**config.mk**
```make
export PLATFORM = sky130hd
export DESIGN_NAME = quantizer_stream
export DESIGN_NICKNAME = d
export VERILOG_FILES = /design/src/rtl/quantizer_stream.sv
export SDC_FILE = /design/constraint.sdc
export NUM_CORES = 1
export LEC_CHECK = 0
export CAP_MARGIN = 20
export CORE_MARGIN = 4
export CORE_UTILIZATION = 40
export CTS_CLUSTER_DIAMETER = 60
export DETAILED_ROUTE_END_ITERATION = 6
export PLACE_DENSITY = 0.65
export SYNTH_ARGS = -nofsm -noshare
export SYNTH_HDL_FRONTEND = slang
export SYNTH_SLANG_ARGS = --single-unit
```
**constraint.sdc**
```tcl
create_clock -name clk -period 12.27 [get_ports clk]
set_input_delay 1.8405 -clock clk [delete_from_list [all_inputs] [get_ports clk]]
set_output_delay 1.8405 -clock clk [all_outputs]
set_load 0.05 [all_outputs]
```
**src/rtl/quantizer_stream.sv**
```systemverilog
// Streaming quantizer: per-coefficient arithmetic shift from a two-bank table, round-half-up, signed saturation.
// Latency: 2 cycles from input accept to output valid; throughput one coefficient per cycle.
// Backpressure: one global enable advances S1 and S2 together; out_* hold while out_valid && !out_ready.
//
// Ports:
//   clk, rst_n                       clock, asynchronous active-low reset
//   cfg_we/cfg_bank/cfg_addr/cfg_data shift-table write (only while cfg_ready; blocks input that cycle)
//   cfg_ready                        high when no partial block is in the counter or the pipe
//   in_valid/in_ready/in_data/in_bank coefficient stream in raster order; in_bank sampled on beat 0
//   out_valid/out_ready/out_data     quantized coefficient stream
//   out_last/out_sat                 last beat of block / coefficient was clamped
//   blk_sat_count/blk_done           saturations in last finished block / pulse when it completes
module quantizer_stream #(
  parameter int BLOCK_SIZE    = 8,
  parameter int DCT_OUT_WIDTH = 54,
  parameter int COEFF_WIDTH   = 9,
  parameter int SHIFT_WIDTH   = 4,
  parameter int FRAC_BITS     = 32,
  localparam int N     = BLOCK_SIZE * BLOCK_SIZE,
  localparam int IDX_W = $clog2(N),
  localparam int CNT_W = $clog2(N + 1)
) (
  input  logic                     clk,
  input  logic                     rst_n,
  input  logic                     cfg_we,
  input  logic                     cfg_bank,
  input  logic [IDX_W-1:0]         cfg_addr,
  input  logic [SHIFT_WIDTH-1:0]   cfg_data,
  output logic                     cfg_ready,
  input  logic                     in_valid,
  output logic                     in_ready,
  input  logic [DCT_OUT_WIDTH-1:0] in_data,
  input  logic                     in_bank,
  output logic                     out_valid,
  input  logic                     out_ready,
  output logic [COEFF_WIDTH-1:0]   out_data,
  output logic                     out_last,
  output logic                     out_sat,
  output logic [CNT_W-1:0]         blk_sat_count,
  output logic                     blk_done
);

  localparam int IW   = DCT_OUT_WIDTH + 1;
  // Largest first-stage shift is FRAC_BITS + 2^SHIFT_WIDTH - 2, always below DCT_OUT_WIDTH.
  localparam int SH_W = $clog2(DCT_OUT_WIDTH);
  localparam logic [IDX_W-1:0] LAST_IDX = IDX_W'(N - 1);
  localparam logic signed [IW-1:0] SAT_MAX =
    $signed({{(IW-COEFF_WIDTH+1){1'b0}}, {(COEFF_WIDTH-1){1'b1}}});
  localparam logic signed [IW-1:0] SAT_MIN =
    $signed({{(IW-COEFF_WIDTH+1){1'b1}}, {(COEFF_WIDTH-1){1'b0}}});

  // State
  logic [SHIFT_WIDTH-1:0]           tbl_q [2][N];
  logic [SHIFT_WIDTH-1:0]           tbl_d [2][N];
  logic [IDX_W-1:0]                 idx_q, idx_d;
  logic                             bank_q, bank_d;
  logic                             s1_vld_q, s1_vld_d;
  logic signed [DCT_OUT_WIDTH-1:0]  s1_y_q, s1_y_d;
  logic                             s1_last_q, s1_last_d;
  logic                             s2_vld_q, s2_vld_d;
  logic [COEFF_WIDTH-1:0]           out_data_q, out_data_d;
  logic                             out_sat_q, out_sat_d;
  logic                             out_last_q, out_last_d;
  logic [CNT_W-1:0]                 run_cnt_q, run_cnt_d;
  logic [CNT_W-1:0]                 blk_sat_count_q, blk_sat_count_d;
  logic                             blk_done_q, blk_done_d;

  // Combinational helpers
  logic                             en;
  logic                             cfg_wr;
  logic                             in_acc;
  logic                             out_acc;
  logic                             cur_bank;
  logic [SHIFT_WIDTH-1:0]           tbl_sh;
  logic [SH_W-1:0]                  sh_m1;
  logic signed [DCT_OUT_WIDTH-1:0]  y;
  logic signed [IW-1:0]             y_ext;
  logic signed [IW-1:0]             y_half;
  logic signed [IW-1:0]             rnd_bit;
  logic signed [IW-1:0]             r;
  logic                             sat_hi;
  logic                             sat_lo;

  assign en        = !s2_vld_q || out_ready;
  assign cfg_ready = (idx_q == '0) && !s1_vld_q && !s2_vld_q;
  assign cfg_wr    = cfg_we && cfg_ready;
  assign in_ready  = en && !cfg_wr;
  assign in_acc    = in_valid && in_ready;
  assign out_acc   = s2_vld_q && out_ready;

  assign out_valid     = s2_vld_q;
  assign out_data      = out_data_q;
  assign out_last      = out_last_q;
  assign out_sat       = out_sat_q;
  assign blk_sat_count = blk_sat_count_q;
  assign blk_done      = blk_done_q;

  // S1 arithmetic: shift by one less than the total so the dropped half-LSB survives in y[0].
  always_comb begin
    cur_bank = (idx_q == '0) ? in_bank : bank_q;
    tbl_sh   = tbl_q[cur_bank][idx_q];
    sh_m1    = SH_W'(FRAC_BITS - 1) + SH_W'(tbl_sh);
    y        = $signed(in_data) >>> sh_m1;
  end

  // S2 arithmetic: final halving plus the saved half-LSB gives round-half-up (toward +inf).
  always_comb begin
    y_ext   = {s1_y_q[DCT_OUT_WIDTH-1], s1_y_q};
    y_half  = y_ext >>> 1;
    rnd_bit = $signed({{(IW-1){1'b0}}, s1_y_q[0]});
    r       = y_half + rnd_bit;
    sat_hi  = r > SAT_MAX;
    sat_lo  = r < SAT_MIN;
  end

  always_comb begin
    tbl_d           = tbl_q;
    idx_d           = idx_q;
    bank_d          = bank_q;
    s1_vld_d        = s1_vld_q;
    s1_y_d          = s1_y_q;
    s1_last_d       = s1_last_q;
    s2_vld_d        = s2_vld_q;
    out_data_d      = out_data_q;
    out_sat_d       = out_sat_q;
    out_last_d      = out_last_q;
    run_cnt_d       = run_cnt_q;
    blk_sat_count_d = blk_sat_count_q;
    blk_done_d      = 1'b0;

    if (cfg_wr) begin
      tbl_d[cfg_bank][cfg_addr] = cfg_data;
    end

    if (in_acc) begin
      idx_d = (idx_q == LAST_IDX) ? '0 : idx_q + IDX_W'(1);
      if (idx_q == '0) begin
        bank_d = in_bank;
      end
    end

    // Both stages move only together; payload registers load only with valid data.
    if (en) begin
      s1_vld_d = in_acc;
      if (in_acc) begin
        s1_y_d    = y;
        s1_last_d = (idx_q == LAST_IDX);
      end
      s2_vld_d = s1_vld_q;
      if (s1_vld_q) begin
        out_last_d = s1_last_q;
        out_sat_d  = sat_hi || sat_lo;
        if (sat_hi) begin
          out_data_d = {1'b0, {(COEFF_WIDTH-1){1'b1}}};
        end else if (sat_lo) begin
          out_data_d = {1'b1, {(COEFF_WIDTH-1){1'b0}}};
        end else begin
          out_data_d = r[COEFF_WIDTH-1:0];
        end
      end
    end

    if (out_acc) begin
      if (out_last_q) begin
        blk_sat_count_d = run_cnt_q + CNT_W'(out_sat_q);
        run_cnt_d       = '0;
        blk_done_d      = 1'b1;
      end else begin
        run_cnt_d = run_cnt_q + CNT_W'(out_sat_q);
      end
    end
  end

  always_ff @(posedge clk or negedge rst_n) begin
    if (!rst_n) begin
      for (int b = 0; b < 2; b++) begin
        for (int i = 0; i < N; i++) begin
          tbl_q[b][i] <= '0;
        end
      end
      idx_q           <= '0;
      bank_q          <= 1'b0;
      s1_vld_q        <= 1'b0;
      s1_y_q          <= '0;
      s1_last_q       <= 1'b0;
      s2_vld_q        <= 1'b0;
      out_data_q      <= '0;
      out_sat_q       <= 1'b0;
      out_last_q      <= 1'b0;
      run_cnt_q       <= '0;
      blk_sat_count_q <= '0;
      blk_done_q      <= 1'b0;
    end else begin
      tbl_q           <= tbl_d;
      idx_q           <= idx_d;
      bank_q          <= bank_d;
      s1_vld_q        <= s1_vld_d;
      s1_y_q          <= s1_y_d;
      s1_last_q       <= s1_last_d;
      s2_vld_q        <= s2_vld_d;
      out_data_q      <= out_data_d;
      out_sat_q       <= out_sat_d;
      out_last_q      <= out_last_d;
      run_cnt_q       <= run_cnt_d;
      blk_sat_count_q <= blk_sat_count_d;
      blk_done_q      <= blk_done_d;
    end
  end

endmodule

```
---- Yosys cells after proc, flatten, opt, wreduce, memory -nomap -nowiden ----
Index checks and enable logic that the tools add are counted.
word-level totals
  register bits after elaboration ......... 602
  word-level logic and storage cells ...... 193
  output and inout port bits .............. 22
cells by class
  $lt $le $gt $ge ......................... 8
  add/subtract/negate cells ............... 4
  shifts and indexed selects .............. 1
  reduce and logical (&&, ||, !) cells .... 17
  eq/ne operators ......................... 1
  bitwise logic cells ..................... 4
  multiplexer cells ....................... 18
operators by type and width
  kind                                                            count
  two-way mux 256 bit                                             4
  bitwise mux 512 bit                                             1
  demux 256 bit (select 1 bit)                                    1
  adder 53 x 2 -> 54 bit                                          1
  greater-than comparator 54 x 9 -> 1 bit, second input constant  1
  less-than comparator 54 x 9 -> 1 bit, second input constant     1
  >>> shifter 54 x 6 -> 54 bit                                    1
  binary-select mux 4 bit (select 6 bit)                          1
  demux 4 bit (select 6 bit)                                      1
  two-way mux 9 bit                                               2
  greater-or-equal comparator 7 bit, second input constant        2
  inverter 6 -> 7 bit                                             2
  two-way mux 4 bit                                               3
  logical AND 1 bit                                               8
  adder 7 x 1 -> 7 bit                                            1
  less-than comparator 7 x 1 -> 1 bit, second input constant      1
  two-way mux 7 bit                                               1
  adder 5 x 4 -> 6 bit, first input constant                      1
  adder 6 x 1 -> 6 bit, second input constant                     1
  == test 6 bit, second input constant                            1
  zero test 6 bit                                                 1
  two-way mux 6 bit                                               1
  AND reduction 2 bit                                             3
  greater-or-equal comparator 2 bit, second input constant        2
  other kinds (5)                                                 11

---- Logic depth before layout (Yosys ltp) ----
  depth in word-level cells ............... 11
  mapped depth ............................ 31

---- Worst setup path after synthesis ----
No wires, ideal clock.
  kind .................................... in2reg
  start point ............................. in in_bank
  end point ............................... reg s1_y_q[24]
  arrival time ............................ 6.721 ns
  path buffers ............................ 8
  path slack .............................. 5.412 ns
  cell stages on the path ................. 24
  library setup time ...................... 0.137 ns
  data required time ...................... 12.133 ns
  cell sequence ........................... nor4b_2 > nand2_1 > nand2_4 > buf_6 > buf_6 > mux2_2 > a221oi_1 > a311oi_1 > o2111ai_2 > nand2_2 > inv_4 > buf_6 > buf_6 > ha_1 > clkbuf_1 > inv_1 > clkbuf_1 > clkbuf_1 > clkbuf_1 > mux4_2 > mux2i_1 > nand2_1 > nand3_1 > a21oi_1
on the way
  longest elaborated chain between the ends .. 10
RTL lines
  what                                                    line  text
  start: declaration                                      33    input logic in_bank,
  two-way mux 1 bit                                       100   cur_bank = (idx_q == '0) ? in_bank : bank_q;
  inverter 1 -> 2 bit (not written as such)               101   tbl_sh = tbl_q[cur_bank][idx_q];
  two-way mux 256 bit (not written as such) (3 in a row)  101
  binary-select mux 4 bit (select 6 bit)                  101
  two-way mux 4 bit (not written as such) (2 in a row)    101
  adder 5 x 4 -> 6 bit                                    102   sh_m1 = SH_W'(FRAC_BITS - 1) + SH_W'(tbl_sh);
  >>> shifter 54 x 6 -> 54 bit                            103   y = $signed(in_data) >>> sh_m1;
  end signal: assignment                                  198   s1_y_q <= s1_y_d;
  end: declaration                                        58    logic signed [DCT_OUT_WIDTH-1:0] s1_y_q, s1_y_d;
No other way between the ends. The select of a mux whose other input is x is not followed.
A chain may end at the register's enable or synchronous reset.

---- Worst setup path after layout ----
  start point ............................. in in_bank
  end point ............................... reg s1_y_q[5]
The elaborated chain is that of the path after synthesis.

==> impl_metrics.env <==
export IMPL_hp_class="flop to flop"
export IMPL_port_buffer_count=89
export IMPL_cts_tree="yes"
export IMPL_finalCritPeriodShare_pct=73.3
export IMPL_cp_start_kind="input pin"
export IMPL_pwr_share_comb_pct=55.5
export IMPL_yosys_warnings=0
export IMPL_ys_async_sr_fraction_pct=100
export IMPL_reg2reg_from="idx_q[1]"
export IMPL_routed_via_density=6.45
export IMPL_cp_required_ns=12.77
export IMPL_rrSetupSlack_ns=3.51
export IMPL_cts_resized=0
export IMPL_relSlewSlack_pct=20.1
export IMPL_grt_pass1_wl_um=167000
export IMPL_yosysTopAreaCell="dfrtp_1"
export IMPL_die_h_um=295
export IMPL_post_cts_buffers=0
export IMPL_internal_power_w=0.00551
export IMPL_finalHoldViolations=0
export IMPL_route_vias_total=26600
export IMPL_yosys_top_cells_area="dfrtp_1, mux2_2, mux4_2, nand2_1, mux2i_1"
export IMPL_p_sw_w=0.00490
export IMPL_swShare_pct=47.1
export IMPL_wirelength_um=112000
export IMPL_io_pins=93
export IMPL_grt_overflow_total=0
export IMPL_track_usage_pct=25.2
export IMPL_p_seq_share_pct=22.8
export IMPL_drc=0
export IMPL_cpPeakStageDelay_ns=0.73
export IMPL_dp_hpwl_um=72400
export IMPL_path_delay_family="buffers and inverters"
export IMPL_drtIter0Drc=2901
export IMPL_antenna_found_initial=4
export IMPL_core_area_mm2=0.0820
export IMPL_path_cells="clkdlybuf4s50_1 > buf_4 > nor4b_2 > nand2_2 > nand2_4 > mux2_2 > a221oi_1 > a311oi_1 > o2111ai_2 > nand2_2 > inv_4 > ha_1 > inv_1 > buf_4 > mux4_2 > mux4_2 > a32oi_1 > nand3b_1"
export IMPL_p_per_area_mw_per_mm2=279
export IMPL_cts_buffers_inserted=74
export IMPL_gp_congestion=0.928
export IMPL_path_depth=18
export IMPL_wire_per_inst_um=27.2
export IMPL_synth_seq_cells=602
export IMPL_yosys_top_cells_count="dfrtp_1, mux2_2, nand2_1, nor2_1, clkbuf_1"
export IMPL_hp_start="blk_sat_count[2]"
export IMPL_drtPass1Iterations=7
export IMPL_syn_area_mm2=0.0330
export IMPL_cts_max_level=3
export IMPL_post_place_ws_ns=2.69
export IMPL_synth_edff_count=0
export IMPL_max_cap_violations=0
export IMPL_slew_violations=0
export IMPL_fin_skew_ns=0.0506
export IMPL_ir_worst_vdd_mv=0.361
export IMPL_drive_gt1_share_pct=28.1
export IMPL_clk_pin_slew_ns=0.06
export IMPL_synth_cell_type_count=98
export IMPL_layout_nets=3081
export IMPL_synthFlopType="dfrtp_1"
export IMPL_cts_root_buf="clkbuf_16"
export IMPL_grt_max_degree=160
export IMPL_crit_type="input pin to flop"
export IMPL_hold_path_end="blk_sat_count[2]"
export IMPL_syn_to_final_growth_pct=13.2
export IMPL_cts_sinks=602
export IMPL_power_leakage_nw=16.6
export IMPL_timing_final_ws_setup_ns=3.27
export IMPL_grt_setup_unrepaired="no"
export IMPL_rr_worst_depth=19
export IMPL_avgSynthCellArea_um2=11.0
export IMPL_cts_buffer_depth=3
export IMPL_cp_data_arrival_time_ns=9.50
export IMPL_yosysMostFrequentCell="dfrtp_1"
export IMPL_cp_end_kind="flop"
export IMPL_die_w_um=295
export IMPL_min_period_ns=9.00
export IMPL_grt_pass1_vias=25800
export IMPL_postRouteAntennaNets=0
export IMPL_synthCells=3002
export IMPL_r2r_end="s1_y_q[5]"
export IMPL_syn_num_nets=3080
export IMPL_dieArea_mm2=0.0872
export IMPL_worstMarginPinSlew_ns=1.19
export IMPL_cp_num_buf_inv=5
export IMPL_status="finished, final reports clean"
export IMPL_final_util_pct=45.6
export IMPL_max_clock_freq_mhz=111
export IMPL_cts_hold_buf=0
export IMPL_slowest_stage="nand2_4"
export IMPL_setup_viol=0
export IMPL_p_clk_share_pct=21.7
export IMPL_num_rows=105
export IMPL_hold_depth=2
export IMPL_ys_seq_area_share_pct=45.7
export IMPL_synth_top_area_share_pct=45.7
export IMPL_path_max_fanout=46
export IMPL_timing_setup_tns_ns=0
export IMPL_initial_core_util_pct=40.3
export IMPL_p_total_w=0.0104
export IMPL_clk_latency_ns=0.65
cell type report:
type                       count  area, um^2
clock inverter                29         428
clock buffer                 100        2080
antenna                        3        7.51
sequential                   602       15100
multi-input combinational   2141       16900
inverter                      26         100
tap                         1070        1340
fill                        7598       44600
timing repair buffer         158        1420
state kept, by name, indices dropped and copies added (netlist names):
register       cells
idx_q              6
run_cnt_q          7
s1_y_q            54
out_valid          1
blk_done           1
s1_last_q          1
s1_vld_q           1
bank_q             1
out_data           9
blk_sat_count      7
tbl_q            512
out_last           1
out_sat            1
layout by cell type (no fill, tap or decap), types with 75 or more instances in the layout:
cell,synthesis,final
a21oi_1,91,90
o21ai_0,85,85
mux2i_1,108,108
nor2_1,156,150
nand2_1,313,311
clkdlybuf4s50_1,0,84
dfrtp_1,602,598
nand3_1,93,93
mux2_2,554,554
clkbuf_16,0,75
how the worst max path moves through the flow:
stage	endpoint	startpoint
floorplan	s1_y_q[24]	in_bank
global placement	s1_y_q[5]	in_bank
detailed placement	s1_y_q[5]	in_bank
CTS	s1_y_q[5]	in_bank
global route	s1_y_q[5]	in_bank
finish	s1_y_q[5]	in_bank
cell families after synthesis:
kind of cell	count (synthesis)	synth area share, %
AND/OR/NAND/NOR	826	11.9
multiplexers	718	25.9
flip-flops	602	45.7
AO/OA/AOI/OAI	562	12.0
buffers and inverters	259	3.39
XOR/XNOR	28	0.823
adder cells (fa/ha/maj)	7	0.265
through the flow:
stage               hold WS (ns)  area (um^2)  instances
floorplan                  0.446        33000       3002
global placement           0.461        34800       3996
detailed placement         0.471        34900       3997
CTS                        0.484        37400       4126
global route               0.504        37400       4128
finish                     0.477        37400       4129
layer usage:
layer	vias to the layer above	GRT usage, %	part of all wire (%)
met5	-	0	0.0071
li1	11300	-	-
met2	1487	37.0	43
met4	2	11.7	5.2
met1	13500	34.4	41
met3	362	7.41	11
worst reg2reg max path, stage by stage, from the launching register on:
cell and delay [ns]:
dfrtp_4 0.67, inv_1 0.11, buf_4 0.42, ha_1 0.31, or4b_4 0.53, o21ai_4 0.46, nand2_4 0.59, mux2_2 0.50
a221oi_1 0.61, a311oi_1 0.22, o2111ai_2 0.44, nand2_2 0.26, inv_4 0.61, ha_1 0.60, inv_1 0.45, buf_4 0.44
mux4_2 0.45, mux4_2 0.55, a32oi_1 0.30, nand3b_1 0.12
power groups by stage:
stage | Combinational [W] | Sequential, W | Clock, W
floorplan | 0.00397 | 0.00231 | 0
global placement | 0.00560 | 0.00240 | 0
detailed placement | 0.00559 | 0.00240 | 0
CTS | 0.00561 | 0.00237 | 0.00229
global route | 0.00605 | 0.00240 | 0.00237
finish | 0.00578 | 0.00238 | 0.00226
(Power assumes the default switching activity.)
